$ cat src/rtl/eth_tx_arbiter.sv
`timescale 1ns/1ps
// eth_tx_arbiter: round-robin whole-frame arbiter sharing one RMII TX pair among R framers; optional per-source stats when TX_ARB_STATS_EN is defined.
// Latency: grant appears 1 cycle after a request is seen in IDLE; eth_txen/eth_txd lag the granted source beat by exactly 1 cycle.
// Backpressure: none on beats; sources hold src_req until granted, are revoked after START_TIMEOUT beats without valid, and frames are cut at MAX_BEATS.
module eth_tx_arbiter #(
    parameter int N             = 2,
    parameter int R             = 2,
    parameter int IFG_CYCLES    = 48,
    parameter int START_TIMEOUT = 16,
    parameter int MAX_BEATS     = 6120
) (
    input  logic           clk,
    input  logic           rst,
    input  logic [R-1:0]   src_req,
    input  logic [R-1:0]   src_valid,
    input  logic [R-1:0]   src_last,
    input  logic [R*N-1:0] src_data,
    output logic [R-1:0]   src_grant,
    output logic           eth_txen,
    output logic [N-1:0]   eth_txd,
    output logic           busy,
    output logic           underrun,
    output logic           truncated
`ifdef TX_ARB_STATS_EN
    ,
    output logic [R*16-1:0] frame_count,
    output logic [R*8-1:0]  err_count
`endif
);

    localparam int PW = (R > 1) ? $clog2(R) : 1;
    localparam int BW = $clog2(MAX_BEATS + 1);
    localparam int TW = $clog2(((IFG_CYCLES > START_TIMEOUT) ? IFG_CYCLES : START_TIMEOUT) + 1);

    localparam logic [1:0] S_IDLE = 2'd0;
    localparam logic [1:0] S_WAIT = 2'd1;
    localparam logic [1:0] S_SEND = 2'd2;
    localparam logic [1:0] S_GAP  = 2'd3;

    logic [1:0]    state;
    logic [PW-1:0] ptr;
    logic [PW-1:0] cur;
    logic [PW-1:0] win;
    logic [PW-1:0] ptr_nxt;
    logic [PW-1:0] idx;
    logic [BW-1:0] beat_cnt;
    logic [TW-1:0] tmr;

    logic          in_frame;
    logic          cur_valid;
    logic          cur_last;
    logic          cur_req;
    logic [N-1:0]  cur_data;
    logic          beat_ok;
    logic          at_max;
    logic          frame_done;
    logic          trunc_hit;
    logic          underrun_ev;
    logic          timeout_ev;
    logic          giveup_ev;

    assign in_frame    = (state == S_WAIT) || (state == S_SEND);
    assign cur_valid   = src_valid[cur];
    assign cur_last    = src_last[cur];
    assign cur_req     = src_req[cur];
    assign cur_data    = src_data[cur*N +: N];
    assign beat_ok     = in_frame && cur_valid;
    assign at_max      = (beat_cnt == BW'(MAX_BEATS - 1));
    assign frame_done  = beat_ok && (cur_last || at_max);
    assign trunc_hit   = beat_ok && !cur_last && at_max;
    assign underrun_ev = (state == S_SEND) && !cur_valid;
    assign timeout_ev  = (state == S_WAIT) && !cur_valid && cur_req && (tmr == TW'(START_TIMEOUT - 1));
    assign giveup_ev   = (state == S_WAIT) && !cur_valid && !cur_req;
    assign busy        = (state != S_IDLE);

    // Round-robin pick: first requester at or above ptr, wrapping modulo R.
    always_comb begin
        win = '0;
        idx = '0;
        for (int k = R - 1; k >= 0; k--) begin
            idx = PW'((int'(ptr) + k) % R);
            if (src_req[idx]) begin
                win = idx;
            end
        end
        ptr_nxt = (win == PW'(R - 1)) ? '0 : win + 1'b1;
    end

    // Grant is decoded from state so it falls together with an async reset.
    always_comb begin
        src_grant = '0;
        if (in_frame) begin
            src_grant[cur] = 1'b1;
        end
    end

    // Frame FSM: arbitration, beat forwarding, timeout, truncation and gap timing.
    always_ff @(posedge clk or negedge rst) begin
        if (!rst) begin
            state     <= S_IDLE;
            ptr       <= '0;
            cur       <= '0;
            beat_cnt  <= '0;
            tmr       <= '0;
            eth_txen  <= 1'b0;
            eth_txd   <= '0;
            underrun  <= 1'b0;
            truncated <= 1'b0;
        end else begin
            eth_txen  <= 1'b0;
            eth_txd   <= '0;
            underrun  <= 1'b0;
            truncated <= 1'b0;
            case (state)
                S_IDLE: begin
                    if (|src_req) begin
                        cur      <= win;
                        ptr      <= ptr_nxt;
                        tmr      <= '0;
                        beat_cnt <= '0;
                        state    <= S_WAIT;
                    end
                end
                S_WAIT, S_SEND: begin
                    if (beat_ok) begin
                        eth_txen <= 1'b1;
                        eth_txd  <= cur_data;
                        if (frame_done) begin
                            truncated <= trunc_hit;
                            tmr       <= '0;
                            state     <= S_GAP;
                        end else begin
                            beat_cnt <= beat_cnt + 1'b1;
                            state    <= S_SEND;
                        end
                    end else if (state == S_SEND) begin
                        // Last txen-high cycle was the previous one, so this cycle already counts as gap.
                        underrun <= 1'b1;
                        tmr      <= TW'(1);
                        state    <= S_GAP;
                    end else if (giveup_ev || timeout_ev) begin
                        state <= S_IDLE;
                    end else begin
                        tmr <= tmr + 1'b1;
                    end
                end
                S_GAP: begin
                    if (tmr == TW'(IFG_CYCLES)) begin
                        state <= S_IDLE;
                    end else begin
                        tmr <= tmr + 1'b1;
                    end
                end
                default: state <= S_IDLE;
            endcase
        end
    end

`ifdef TX_ARB_STATS_EN
    logic [15:0] fc [R];
    logic [7:0]  ec [R];

    // Saturating per-source completed-frame and error counters.
    always_ff @(posedge clk or negedge rst) begin
        if (!rst) begin
            for (int i = 0; i < R; i++) begin
                fc[i] <= '0;
                ec[i] <= '0;
            end
        end else begin
            if (frame_done && (fc[cur] != '1)) begin
                fc[cur] <= fc[cur] + 1'b1;
            end
            if ((underrun_ev || timeout_ev) && (ec[cur] != '1)) begin
                ec[cur] <= ec[cur] + 1'b1;
            end
        end
    end

    for (genvar g = 0; g < R; g++) begin : g_stats
        assign frame_count[g*16 +: 16] = fc[g];
        assign err_count[g*8 +: 8]     = ec[g];
    end
`endif

endmodule

$ cat config.mk
export PLATFORM = sky130hd
export DESIGN_NAME = eth_tx_arbiter
export DESIGN_NICKNAME = d
export VERILOG_FILES = /design/src/rtl/eth_tx_arbiter.sv
export SDC_FILE = /design/constraint.sdc
export NUM_CORES = 1
export LEC_CHECK = 0
export CAP_MARGIN = 15
export CORE_UTILIZATION = 50
export DETAILED_ROUTE_END_ITERATION = 7
export GPL_ROUTABILITY_DRIVEN = 1
export PLACE_DENSITY = 0.81
export SLEW_MARGIN = 0
export SYNTH_ARGS = -nofsm -noshare
export SYNTH_HDL_FRONTEND = slang
export SYNTH_SLANG_ARGS = --single-unit
$ cat constraint.sdc
create_clock -name clk -period 2.65 [get_ports clk]
set_input_delay 0.53 -clock clk [delete_from_list [all_inputs] [get_ports clk]]
set_output_delay 0.53 -clock clk [all_outputs]
set_load 0.005 [all_outputs]
==> impl_results.md, run 1 <==
- First-pass GRT wire length: 6092 um
- Power per Cell Area: 863.2 nW/um^2
- Transition time at the pin with the least slew margin: approximately 0.58 ns
- Std-Cell Core Area: 3128 sq um
- Maximum frequency from static timing analysis: 0.3976 GHz
- First-pass iteration count of the detailed router: 4
- Leakage: 0.9246 nW
- Signal arrival time at the worst endpoint: approximately 2.0 ns
- Slowest stage delay, CP: between 0.5 and 0.6 ns
- Inserted Clock Buffers: 3
- Clock transition at the register clock pins on the worst setup and hold paths after CTS: between 0.15 and 0.2 ns
- Startpoint type of the worst setup path: flip-flop
- Number of nets still failing antenna checks after routing: 0
- Final standard cell count with taps included and fillers excluded: about 250
- Via Count: 1454
- Capturing element type of the critical path: primary output
- Maximum clock path buffer count: 2
- Number of primary I/O pins: 20
- Clock tree from TritonCTS: yes
- Clock Sink Count: 28
- Share of layout cells above drive strength 1: 0.1317
- Instance count on the critical path: 5
- Clock insertion delay at the later pin of the skew report: 0.34 ns
- Maximum VDD drop: 0.5727 mV
- Largest fanout on the critical path: 17
- Crit-path cells: inv_1 > ha_2 > buf_6 > nor2b_1 > clkdlybuf4s50_1
- Worst Skew: ~0.024 ns
- Hold Buf Count CTS: 0
- Post-Syn Area per Cell: 9.569 sq um
- Slew headroom: 0.6087
- Htree depth: 1
- Post-synthesis sequential area ratio: 0.4160
- DP Cell Count: between 200 and 250
- Initial antenna violation count: 0
- Gate family responsible for the most delay along the worst path: buffers and inverters
- CP Buf/Inv Count: 3
- Number of max-cap violations: 0
- Post-placement worst setup slack: -0.04883 ns
- Worst hold slack across all endpoints: 0.5113 ns
- Number of port buffers: 19
- Antenna cells: 0
- Mapped cell area: around 1700 sq um
- Final setup slack of the worst path: ~0.13 ns
- Number of global-route vias before repair: around 1.3k
- Number of enable-type register cells in the synthesized netlist: 0
- Routability cong.: a little under 0.9
- Setup repair after global routing missed its margin: no
- Final hold violation count: 0
- Async set-or-reset flop fraction in the synthesized netlist: 1.000
- Dominant synthesized flop cell: dfrtp_1
- Startpoint of the most critical setup path: state[0]
- Type of the worst setup path: flip-flop to primary output
- # setup viols final: 0
- Initial cell density of the core: 0.5384
- Overall track demand over capacity in global routing: 0.2257
- Final max-slew violation count: 0
- Period utilization: 0.9491
- # DRC: 0
- Register-to-register setup slack: 0.17 ns
- Finished Core Util: 0.6492
- Depth of the worst register-to-register path: 5
- Beginning of the worst register-to-register path: beat_cnt[3]
- Run status: finished clean
- Instance count of the mapped netlist: around 180
- Type of the tightest min-delay check: flip-flop to flip-flop
- Synth unique cells: between 40 and 50
- Required time of the critical path: between 2 and 2.5 ns
- Post-detailed-route via-to-cell ratio: about 6
- Row count: 20
- Net count of the mapped netlist: between 150 and 200
- CP endpoint: src_grant[0]
- Die Wd: about 60 um
- Max stage delay cell, worst path: clkdlybuf4s50_1
- First DRT Iteration DRCs: ~150
- Die Footprint: approximately 3600 sq um
- Per-cell routed wire length: around 15 um
- Final nets: around 230
- Clock Root Buffer: clkbuf_4
- Largest net degree at the start of global routing: 29
- Number of warning messages in the yosys log: 0
- Signed area change from the synthesized netlist to the final layout: 20.58%
- End of the worst register-to-register path: tmr[5]
- Total wire length after detailed routing: approximately 3800 um
- Die span in y: between 60 and 70 um
- Min Tclk post-route: approximately 2.5 ns
- Overflow left after global routing: 0
- Synth Register Bits: 28
- Post-DP HPWL: 2852 um
-- cell families after synthesis --
group / count (synthesis) / synth area share
mux: 9 / 0.05498
fa+ha+maj: 7 / 0.05200
compound gates: 28 / 0.1181
xor+xnor: 9 / 0.04680
flops: 28 / 0.4160
buf+inv: 14 / 0.04235
simple gates: 81 / 0.2697
-- sequential cells by signal, indices dropped and copies added, names as in the netlist --
signal and cells:
beat_cnt 13, cur 1, eth_txd 2, eth_txen 1, ptr 1, state 2
tmr 6, truncated 1, underrun 1
-- layout by cell type (no fill, tap or decap), types with 3 or more instances in the layout --
cell,instances
and3_1,5
ha_1,6
nand3_1,8
xor2_1,5
buf_4,11
nor3b_1,5
a21oi_1,4
clkdlybuf4s50_1,19
nor2_1,20
nor3_1,3
nand2_1,11
clkbuf_4,3
inv_1,8
nand4_1,4
a31oi_1,3
o31ai_1,6
dfrtp_1,28
nor4_1,3
xnor2_1,4
mux2i_1,7
-- synth_stat cells (2+ instances only) --
library cell   n  area share
nand2b_1       2      0.0074
buf_6          2       0.013
dfrtp_1       28        0.42
nor3_1         3      0.0089
nand2_1       11       0.025
o21ai_0        2      0.0059
a31oi_1        3       0.011
nor3b_1        5       0.022
nor2_1        21       0.047
or4_1          2      0.0089
nand4b_1       2       0.010
nor2b_1        2      0.0074
o21ai_1        2      0.0059
o41ai_1        2       0.010
xnor2_1        4       0.021
nor4_1         3       0.011
clkbuf_1       3      0.0067
and3_1         5       0.019
inv_1          8       0.018
nand3_1        8       0.024
a21oi_1        4       0.012
nor4b_1        2       0.010
a22o_1         2       0.010
ha_1           7       0.052
xor2_1         5       0.026
nand4_1        4       0.015
mux2i_1        7       0.042
mux2_2         2       0.013
o31ai_1        6       0.027
or3_1          2      0.0074
-- final cells by class --
class	count	area (sq um)
Tap cell	44	55.05
Inverter	8	30.03
Clock buffer	4	36.28
Fill cell	254	1097
Multi-Input combinational cell	134	924.6
Sequential cell	28	700.7
Timing Repair Buffer	31	284.0
-- worst register-to-register path, delay by kind of cell (launching register included) --
kind,cells,cell delay (ns)
and+or+nand+nor,4,1.71
AOI/OAI and AO/OA,1,0.22
DFF,1,0.49
-- layer usage --
metal | vias to the layer above | routed length, um | global-route usage
met2 | 37 | 2047 | 0.3984
met4 | 0 | 29 | 0.05316
li1 | 700 | - | -
met1 | 713 | 1605 | 0.2843
met5 | - | 0 | 0
met3 | 4 | 114 | 0.04113
-- stage by stage --
step	power [mW]	TNS, ns	cell area (sq um)
2_1_floorplan	1.171	0	1684
3_3_place_gp	1.444	-0.01416	1963
3_5_place_dp	1.490	-0.2458	1963
4_1_cts	1.703	0	1999
5_1_grt	1.878	0	2031
6_report	1.753	0	2031
-- report_power, final --
| part | total, mW | switching (mW) | internal [mW] |
|---|---|---|---|
| combinational | 0.966 | 0.502 | 0.464 |
| clock | 0.211 | 0.126 | 0.0841 |
| sequential | 0.577 | 0.0768 | 0.500 |
| total | 1.75 | 0.705 | 1.05 |
-- worst min path at each step --
stage	startpoint	endpoint	cells past startpoint
6_report	ptr	ptr	1
5_1_grt	ptr	ptr	1
4_1_cts	ptr	ptr	1
3_5_place_dp	ptr	ptr	1
3_3_place_gp	ptr	ptr	1
2_1_floorplan	rst	beat_cnt[0]	0
-- repair_timing --
action | in CTS | in global routing
setup endpoints to repair | 0 | 6
buffers inserted | 0 | 2
gates resized for setup | 0 | 4
No activity file was read; power rests on OpenSTA's default activity.
==> run 2, diff against run 1 <==
- CELL_PAD_IN_SITES_DETAIL_PLACEMENT: unset -> 0
- CELL_PAD_IN_SITES_GLOBAL_PLACEMENT: unset -> 1
- CORE_UTILIZATION: 50 -> 38
- PLACE_DENSITY: 0.81 -> 0.8
- RECOVER_POWER: unset -> 100
==> run 2 against run 1 <==
The run now ends with max-capacitance violations, max-slew violations left. Cell count is 2.4% higher. Die area is 30% higher. Critical path depth stayed put. Routed wire length is 0.47% higher. Register-to-register slack barely moved. Global-route usage shrank 4.3 points. Sequential cell count did not move. Clock skew is 0.016 ns lower. Critical endpoint is now src_grant[1]. Largest power group unchanged.
==> impl_results.md, run 2 (synthesis gave the netlist of run 1 again) <==
- Slew headroom: -0.01921 (was 0.6087)
- Maximum clock path buffer count: 2 (unchanged)
- Register name with the most flops: beat_cnt (unchanged)
- Top Registers: beat_cnt (13), tmr (6) (unchanged)
- Die Footprint: 4702 sq um (was 3604 sq um)
- Inserted Clock Buffers: 3 (unchanged)
- # DRC: 0 (unchanged)
- Number of primary I/O pins: 20 (unchanged)
- Accumulated negative setup slack: 0 ns (unchanged)
- Number of nets still failing antenna checks after routing: 0 (unchanged)
- Leakage: 0.9242 nW (was 0.9246 nW)
- Global-route track usage on met1: 0.2290 (was 0.2843)
- Total Power: 1.709 mW (was 1.753 mW)
- Startpoint of the most critical setup path: state[0] (unchanged)
- Finished Core Util: 0.4895 (was 0.6492)
- First-pass GRT wire length: 6327 um (was 6092 um)
- Final hold violation count: 0 (unchanged)
- Maximum VDD drop: 0.2942 mV (was 0.5727 mV)
- Busiest layer in global routing: met2 (unchanged)
- Number of port buffers: 19 (unchanged)
- Worst Skew: 0.007391 ns (was 0.02375 ns)
- Clock insertion delay at the later pin of the skew report: 0.28 ns (was 0.34 ns)
- Final standard cell count with taps included and fillers excluded: 255 (was 249)
- Via Count: 1416 (was 1454)
- GRT met2 Usage: 0.3137 (was 0.3984)
- Std-Cell Core Area: 4115 sq um (was 3128 sq um)
- Post-detailed-route via-to-cell ratio: 5.553 (was 5.839)
- Hold_sp: ptr (unchanged)
- First-pass iteration count of the detailed router: 4 (unchanged)
- Top library cells by usage in the layout, fill and taps aside: dfrtp_1, nor2_1, nand2_1 (was dfrtp_1, nor2_1, clkdlybuf4s50_1)
- Overflow left after global routing: 0 (unchanged)
- Largest net degree at the start of global routing: 29 (unchanged)
- Period utilization: 0.9498 (was 0.9491)
- Final nets: 226 (was 225)
- Row count: 23 (was 20)
- Required time of the critical path: 2.12 ns (about the same)
- Final max-slew violation count: 29 (was 0)
- Standard cell area after detailed placement: 1993 sq um (was 1963 sq um)
- Startpoint type of the worst setup path: flip-flop (unchanged)
- Combined area of the multi-input logic cells: 907.1 sq um (was 924.6 sq um)
- Htree depth: 1 (unchanged)
- Setup repair after global routing missed its margin: no (unchanged)
- CP endpoint: src_grant[1] (was src_grant[0])
- DP Cell Count: 252 (was 243)
- Number of global-route vias before repair: 1412 (was 1340)
- End of the worst register-to-register path: beat_cnt[8] (was tmr[5])
- First DRT Iteration DRCs: 58 (was 149)
- Signed area change from the synthesized netlist to the final layout: 19.61% (was 20.58%)
- Flip-flop and latch area: 700.7 sq um (unchanged)
- Beginning of the worst register-to-register path: state[0] (was beat_cnt[3])
- Clock Root Buffer: clkbuf_8 (was clkbuf_4)
- Number of buffers inserted to repair setup after CTS: 0 (unchanged)
- Hold Buf Count CTS: 0 (unchanged)
- Antenna cells: 0 (unchanged)
- Clock transition at the register clock pins on the worst setup and hold paths after CTS: 0.10 ns (was 0.16 ns)
- Share of layout cells above drive strength 1: 0.08780 (was 0.1317)
- Signal arrival time at the worst endpoint: 1.99 ns (about the same)
- Maximum frequency from static timing analysis: 0.3973 GHz (was 0.3976 GHz)
- Depth of the worst register-to-register path: 8 (was 5)
- PostCTS Resize Cnt: 0 (unchanged)
- Per-cell routed wire length: 14.96 um (was 15.25 um)
- Run status: complete, but fails checks (was finished clean)
- # setup viols final: 0 (unchanged)
- Type of the worst setup path: flip-flop to primary output (unchanged)
- Power per Cell Area: 848.6 nW/um^2 (was 863.2 nW/um^2)
- Die Wd: 68.57 um (was 60.04 um)
- Transition time at the pin with the least slew margin: 1.529 ns (was 0.5825 ns)
- Min Tclk post-route: 2.517 ns (was 2.515 ns)
- Met3 track demand over resource: 0.03125 (was 0.04113)
- Non-Filler Cell Area, Final: 2014 sq um (was 2031 sq um)
- Post-DP HPWL: 2831 um (was 2852 um)
- Clock Sink Count: 28 (unchanged)
- Violated checks: max-capacitance violations, max-slew violations
- Routability cong.: 0.8571 (was 0.8805)
- Max reg flops: 13 (unchanged)
- Die span in y: 68.57 um (was 60.04 um)
- Number of filler cells placed in the layout: 384 (was 254)
- Clock tree from TritonCTS: yes (unchanged)
- Largest fanout on the critical path: 17 (unchanged)
- Initial antenna violation count: 0 (unchanged)
- Type of the tightest min-delay check: flip-flop to flip-flop (unchanged)
- Total wire length after detailed routing: 3815 um (was 3797 um)
- Capturing element type of the critical path: primary output (unchanged)
- Most common library cell in the layout ignoring fill and taps: dfrtp_1 (unchanged)
- Overall track demand over capacity in global routing: 0.1831 (was 0.2257)
- Initial cell density of the core: 0.4092 (was 0.5384)
- Register-to-register setup slack: 0.18 ns (was 0.17 ns)
- Number of max-cap violations: 1 (was 0)
-- run 2: cell count changes in the layout (fill, tap and decap cells not counted), sizes merged --
| cell | before | now |
|---|---|---|
| buf | 12 | 9 |
| clkbuf | 4 | 7 |
| clkdlybuf4s50 | 19 | 10 |
| dlygate4sd3 | 0 | 9 |
-- run 2: metrics by stage --
step,hold WS (ns),setup slack (ns)
floorplan,0.2344,0.1504
global placement,0.4801,-0.02650
detailed placement,0.4838,-0.01739
CTS,0.4978,0.1781
global route,0.5288,0.01315
finish,0.4939,0.1330
-- run 2: critical path, cell delays in order (launching register included) --
cell and delay [ns]:
dfrtp_1 0.39, inv_1 0.09, ha_1 0.31, buf_4 0.19
and2_1 0.16, dlygate4sd3_1 0.56
-- run 2: worst min path at each step --
stage / endpoint / slack [ns] / depth (start not counted)
2_1_floorplan: beat_cnt[0] / 0.23 / 0
3_3_place_gp: ptr / 0.48 / 1
3_5_place_dp: ptr / 0.48 / 1
4_1_cts: ptr / 0.50 / 1
5_1_grt: ptr / 0.53 / 1
6_report: ptr / 0.49 / 1
-- run 2: layout make-up --
type / count / area share
Tap cell: 50 / 0.03106
Inverter: 8 / 0.01491
Multi-Input combinational cell: 134 / 0.4503
Clock buffer: 3 / 0.02050
Sequential cell: 28 / 0.3478
Timing Repair Buffer: 32 / 0.1354
-- run 2: power breakdown --
group,total (mW),internal (mW),switching (mW),leakage (nW)
logic,0.904,0.419,0.486,0.524
registers,0.565,0.500,0.0649,0.378
clock network,0.240,0.102,0.137,0.0216
-- run 2: routing by layer --
| layer | wire [um] | share of wire |
|---|---|---|
| met1 | 1798 | 0.47 |
| met2 | 1811 | 0.47 |
| met3 | 151 | 0.040 |
| met4 | 54 | 0.014 |
| met5 | 0 | 0 |
==> run 3, diff against run 2 <==
- ABC_AREA: unset -> 1
- CORE_UTILIZATION: 38 -> 37
- PLACE_DENSITY: 0.8 -> 0.81
==> run 3 against run 2 <==
The flow still finishes with violations (max-capacitance violations, max-slew violations). Fmax grew 0.79%. Non-clock buffer count shrank 11. Utilization shrank 5.3 points. Clock power grew 44%. Via count grew 22%. Global-route usage shrank 1.8 points. Critical endpoint is now src_grant[0]. Largest cell class unchanged.
==> impl_results.md, run 3 <==
- Run status: complete, but fails checks (unchanged)
- Violated checks: max-capacitance violations, max-slew violations (unchanged)
- Maximum frequency from static timing analysis: 0.4004 GHz (was 0.3973 GHz)
- Final hold violation count: 0 (unchanged)
- Signed area change from the synthesized netlist to the final layout: 13.75% (was 19.61%)
- PostCTS Resize Cnt: 0 (unchanged)
- Slew headroom: -0.05238 (was -0.01921)
- Synth Register Bits: 28 (unchanged)
- Worst hold slack across all endpoints: 0.5104 ns (was 0.4939 ns)
- Per-cell routed wire length: 11.78 um (was 14.96 um)
- Top cells by count, synth: nand2_1, nand3_1, dfrtp_1 (was dfrtp_1, nor2_1, nand2_1)
- First DRT Iteration DRCs: 65 (was 58)
- First-pass GRT wire length: 7065 um (was 6327 um)
- Startpoint of the most critical setup path: state[1] (was state[0])
- Net count of the mapped netlist: 289 (was 195)
- Overall track demand over capacity in global routing: 0.1650 (was 0.1831)
- Dominant synthesized flop cell: dfrtp_1 (unchanged)
- Capturing element type of the critical path: primary output (unchanged)
- Required time of the critical path: 2.12 ns (about the same)
- Std-Cell Core Area: 5075 sq um (was 4115 sq um)
- Mapped cell area: 1947 sq um (was 1684 sq um)
- Post-synthesis sequential area ratio: 0.3599 (was 0.4160)
- Routability cong.: 0.8196 (was 0.8571)
- Synth top area share: 0.3599 (was 0.4160)
- Cells taking the most area after synthesis: dfrtp_1, nand2_1, nand3_1 (was dfrtp_1, ha_1, nor2_1)
- Initial antenna violation count: 0 (unchanged)
- Register name with the most flops: beat_cnt (unchanged)
- Final standard cell count with taps included and fillers excluded: 359 (was 255)
- Signal arrival time at the worst endpoint: 1.97 ns (was 1.99 ns)
- Leakage: 1.046 nW (was 0.9242 nW)
- Hold_sp: ptr (unchanged)
- Number of primary I/O pins: 20 (unchanged)
- Maximum VDD drop: 0.3997 mV (was 0.2942 mV)
- Number of global-route vias before repair: 1584 (was 1412)
- Finished Core Util: 0.4364 (was 0.4895)
- Final max-slew violation count: 29 (unchanged)
- Flip-flop and latch area: 700.7 sq um (unchanged)
- Number of buffers inserted to repair setup after CTS: 0 (unchanged)
- Synth unique cells: 31 (was 47)
- Non-Filler Cell Area, Final: 2215 sq um (was 2014 sq um)
- Number of nets still failing antenna checks after routing: 0 (unchanged)
- Min Tclk post-route: 2.497 ns (was 2.517 ns)
- Die Wd: 74.54 um (was 68.57 um)
- # DRC: 0 (unchanged)
- Total Power: 2.043 mW (was 1.709 mW)
- CP Buf/Inv Count: 3 (unchanged)
- Startpoint type of the worst setup path: flip-flop (unchanged)
- Post-DP HPWL: 3186 um (was 2831 um)
- Type of the tightest min-delay check: flip-flop to flip-flop (unchanged)
- Number of port buffers: 19 (unchanged)
- Clock transition at the register clock pins on the worst setup and hold paths after CTS: 0.10 ns (about the same)
- Overflow left after global routing: 0 (unchanged)
- Die Footprint: 5556 sq um (was 4702 sq um)
- Max reg flops: 13 (unchanged)
- Post-detailed-route via-to-cell ratio: 4.816 (was 5.553)
- Instance count of the mapped netlist: 270 (was 176)
- Clock insertion delay at the later pin of the skew report: 0.28 ns (about the same)
- Power per Cell Area: 922.7 nW/um^2 (was 848.6 nW/um^2)
- Standard cell area after detailed placement: 2181 sq um (was 1993 sq um)
- Post-Syn Area per Cell: 7.211 sq um (was 9.569 sq um)
- Die span in y: 74.54 um (was 68.57 um)
- Crit-path cells: inv_1 > ha_1 > inv_2 > nor2_1 > clkdlybuf4s50_1 (was inv_1 > ha_1 > buf_4 > and2_1 > dlygate4sd3_1)
- DP Cell Count: 355 (was 252)
- Max stage delay cell, worst path: clkdlybuf4s50_1 (was dlygate4sd3_1)
- Number of filler cells placed in the layout: 559 (was 384)
- Largest fanout on the critical path: 9 (was 17)
- Most common library cell in the layout ignoring fill and taps: nand2_1 (was dfrtp_1)
- Beginning of the worst register-to-register path: state[1] (was state[0])
- Gate family responsible for the most delay along the worst path: buffers and inverters (unchanged)
- Antenna cells: 0 (unchanged)
- Worst Skew: 0.002577 ns (was 0.007391 ns)
- Period utilization: 0.9424 (was 0.9498)
- Row count: 26 (was 23)
- Type of the worst setup path: flip-flop to primary output (unchanged)
- Async set-or-reset flop fraction in the synthesized netlist: 1.000 (unchanged)
- Initial cell density of the core: 0.3836 (was 0.4092)
- Final setup slack of the worst path: 0.1526 ns (was 0.1330 ns)
- Total wire length after detailed routing: 4230 um (was 3815 um)
- Clock Root Buffer: clkbuf_8 (unchanged)
- Inserted Clock Buffers: 3 (unchanged)
- Top Registers: beat_cnt (13), tmr (6) (unchanged)
- Via Count: 1729 (was 1416)
- Post-placement worst setup slack: 0.4793 ns (was -0.01739 ns)
- Number of max-cap violations: 1 (unchanged)
- First-pass iteration count of the detailed router: 4 (unchanged)
- Share of layout cells above drive strength 1: 0.1073 (was 0.08780)
- # setup viols final: 0 (unchanged)
- Number of enable-type register cells in the synthesized netlist: 0 (unchanged)
- Transition time at the pin with the least slew margin: 1.579 ns (was 1.529 ns)
- Slowest stage delay, CP: 0.51 ns (was 0.56 ns)
- Clock tree from TritonCTS: yes (unchanged)
- Combined area of the multi-input logic cells: 1046 sq um (was 907.1 sq um)
- Number of warning messages in the yosys log: 0 (unchanged)
- Most used standard cell by instance count after synthesis: nand2_1 (was dfrtp_1)
- Hold Buf Count CTS: 0 (unchanged)
- Setup repair after global routing missed its margin: no (unchanged)
- Accumulated negative setup slack: 0 ns (unchanged)
- Final nets: 309 (was 226)
- Clock Sink Count: 28 (unchanged)
- Largest net degree at the start of global routing: 29 (unchanged)
- Htree depth: 1 (unchanged)
- Cell taking the most area after synthesis: dfrtp_1 (unchanged)
- Top library cells by usage in the layout, fill and taps aside: nand2_1, nand3_1, dfrtp_1 (was dfrtp_1, nor2_1, nand2_1)
- Maximum clock path buffer count: 2 (unchanged)
[run 3: cell count changes in the layout (fill, tap and decap cells not counted), sizes merged, moves of 4 or more]
cell,change
o31ai,-6
and3,-7
nand3,+24
xnor2,-4
nor2,+9
nor3b,-5
mux2i,-7
buf,-9
inv,+21
nand2,+84
o21ai,+14
[run 3: metal layers]
metal  wire length, um  share of wire  track usage  up-vias
li1                  -              -            -      907
met2              2032           0.48       0.2933       25
met1              2065           0.49       0.2127      795
met5                 0              0            0        -
met4                19         0.0045      0.02306        0
met3               113          0.027      0.02981        2
[run 3: layout make-up]
class,instances,area share
multi-input combinational,207,0.4723
sequential,28,0.3164
timing repair buffer,21,0.08927
inverter,29,0.05028
tap,70,0.03955
clock buffer,3,0.01864
clock inverter,1,0.01356
[run 3: report_power, final]
group	internal [mW]	switching, mW
logic	0.365	0.747
clock network	0.202	0.144
registers	0.504	0.0813
[run 3: final timing paths]
check	to	slack [ns]	depth (start not counted)
max in group asynchronous	state[1]	0.57	2
min in group asynchronous	beat_cnt[0]	1.15	2
worst min register to register	ptr	0.51	2
worst min-delay path	ptr	0.51	2
worst max-delay path	src_grant[0]	0.15	5
worst max register to register	beat_cnt[12]	0.27	10
[run 3: worst reg2reg max path, cell delays in order, from the launching register on]
cell      delay, ns
dfrtp_1        0.41
inv_1          0.08
ha_1           0.48
clkbuf_1       0.51
nand3_1        0.23
o21ai_1        0.15
inv_2          0.08
nand2_8        0.16
inv_1          0.08
nand2_1        0.07
nand2_1        0.05
[run 3: kinds of logic after synthesis]
family	after synthesis	share of synthesized area
AOI/OAI and AO/OA	27	0.09319
xor gates and xnor gates	3	0.01350
DFF	28	0.3599
buffers and inverters	35	0.08740
and+or+nand+nor	170	0.4010
adders and majority gates	7	0.04499
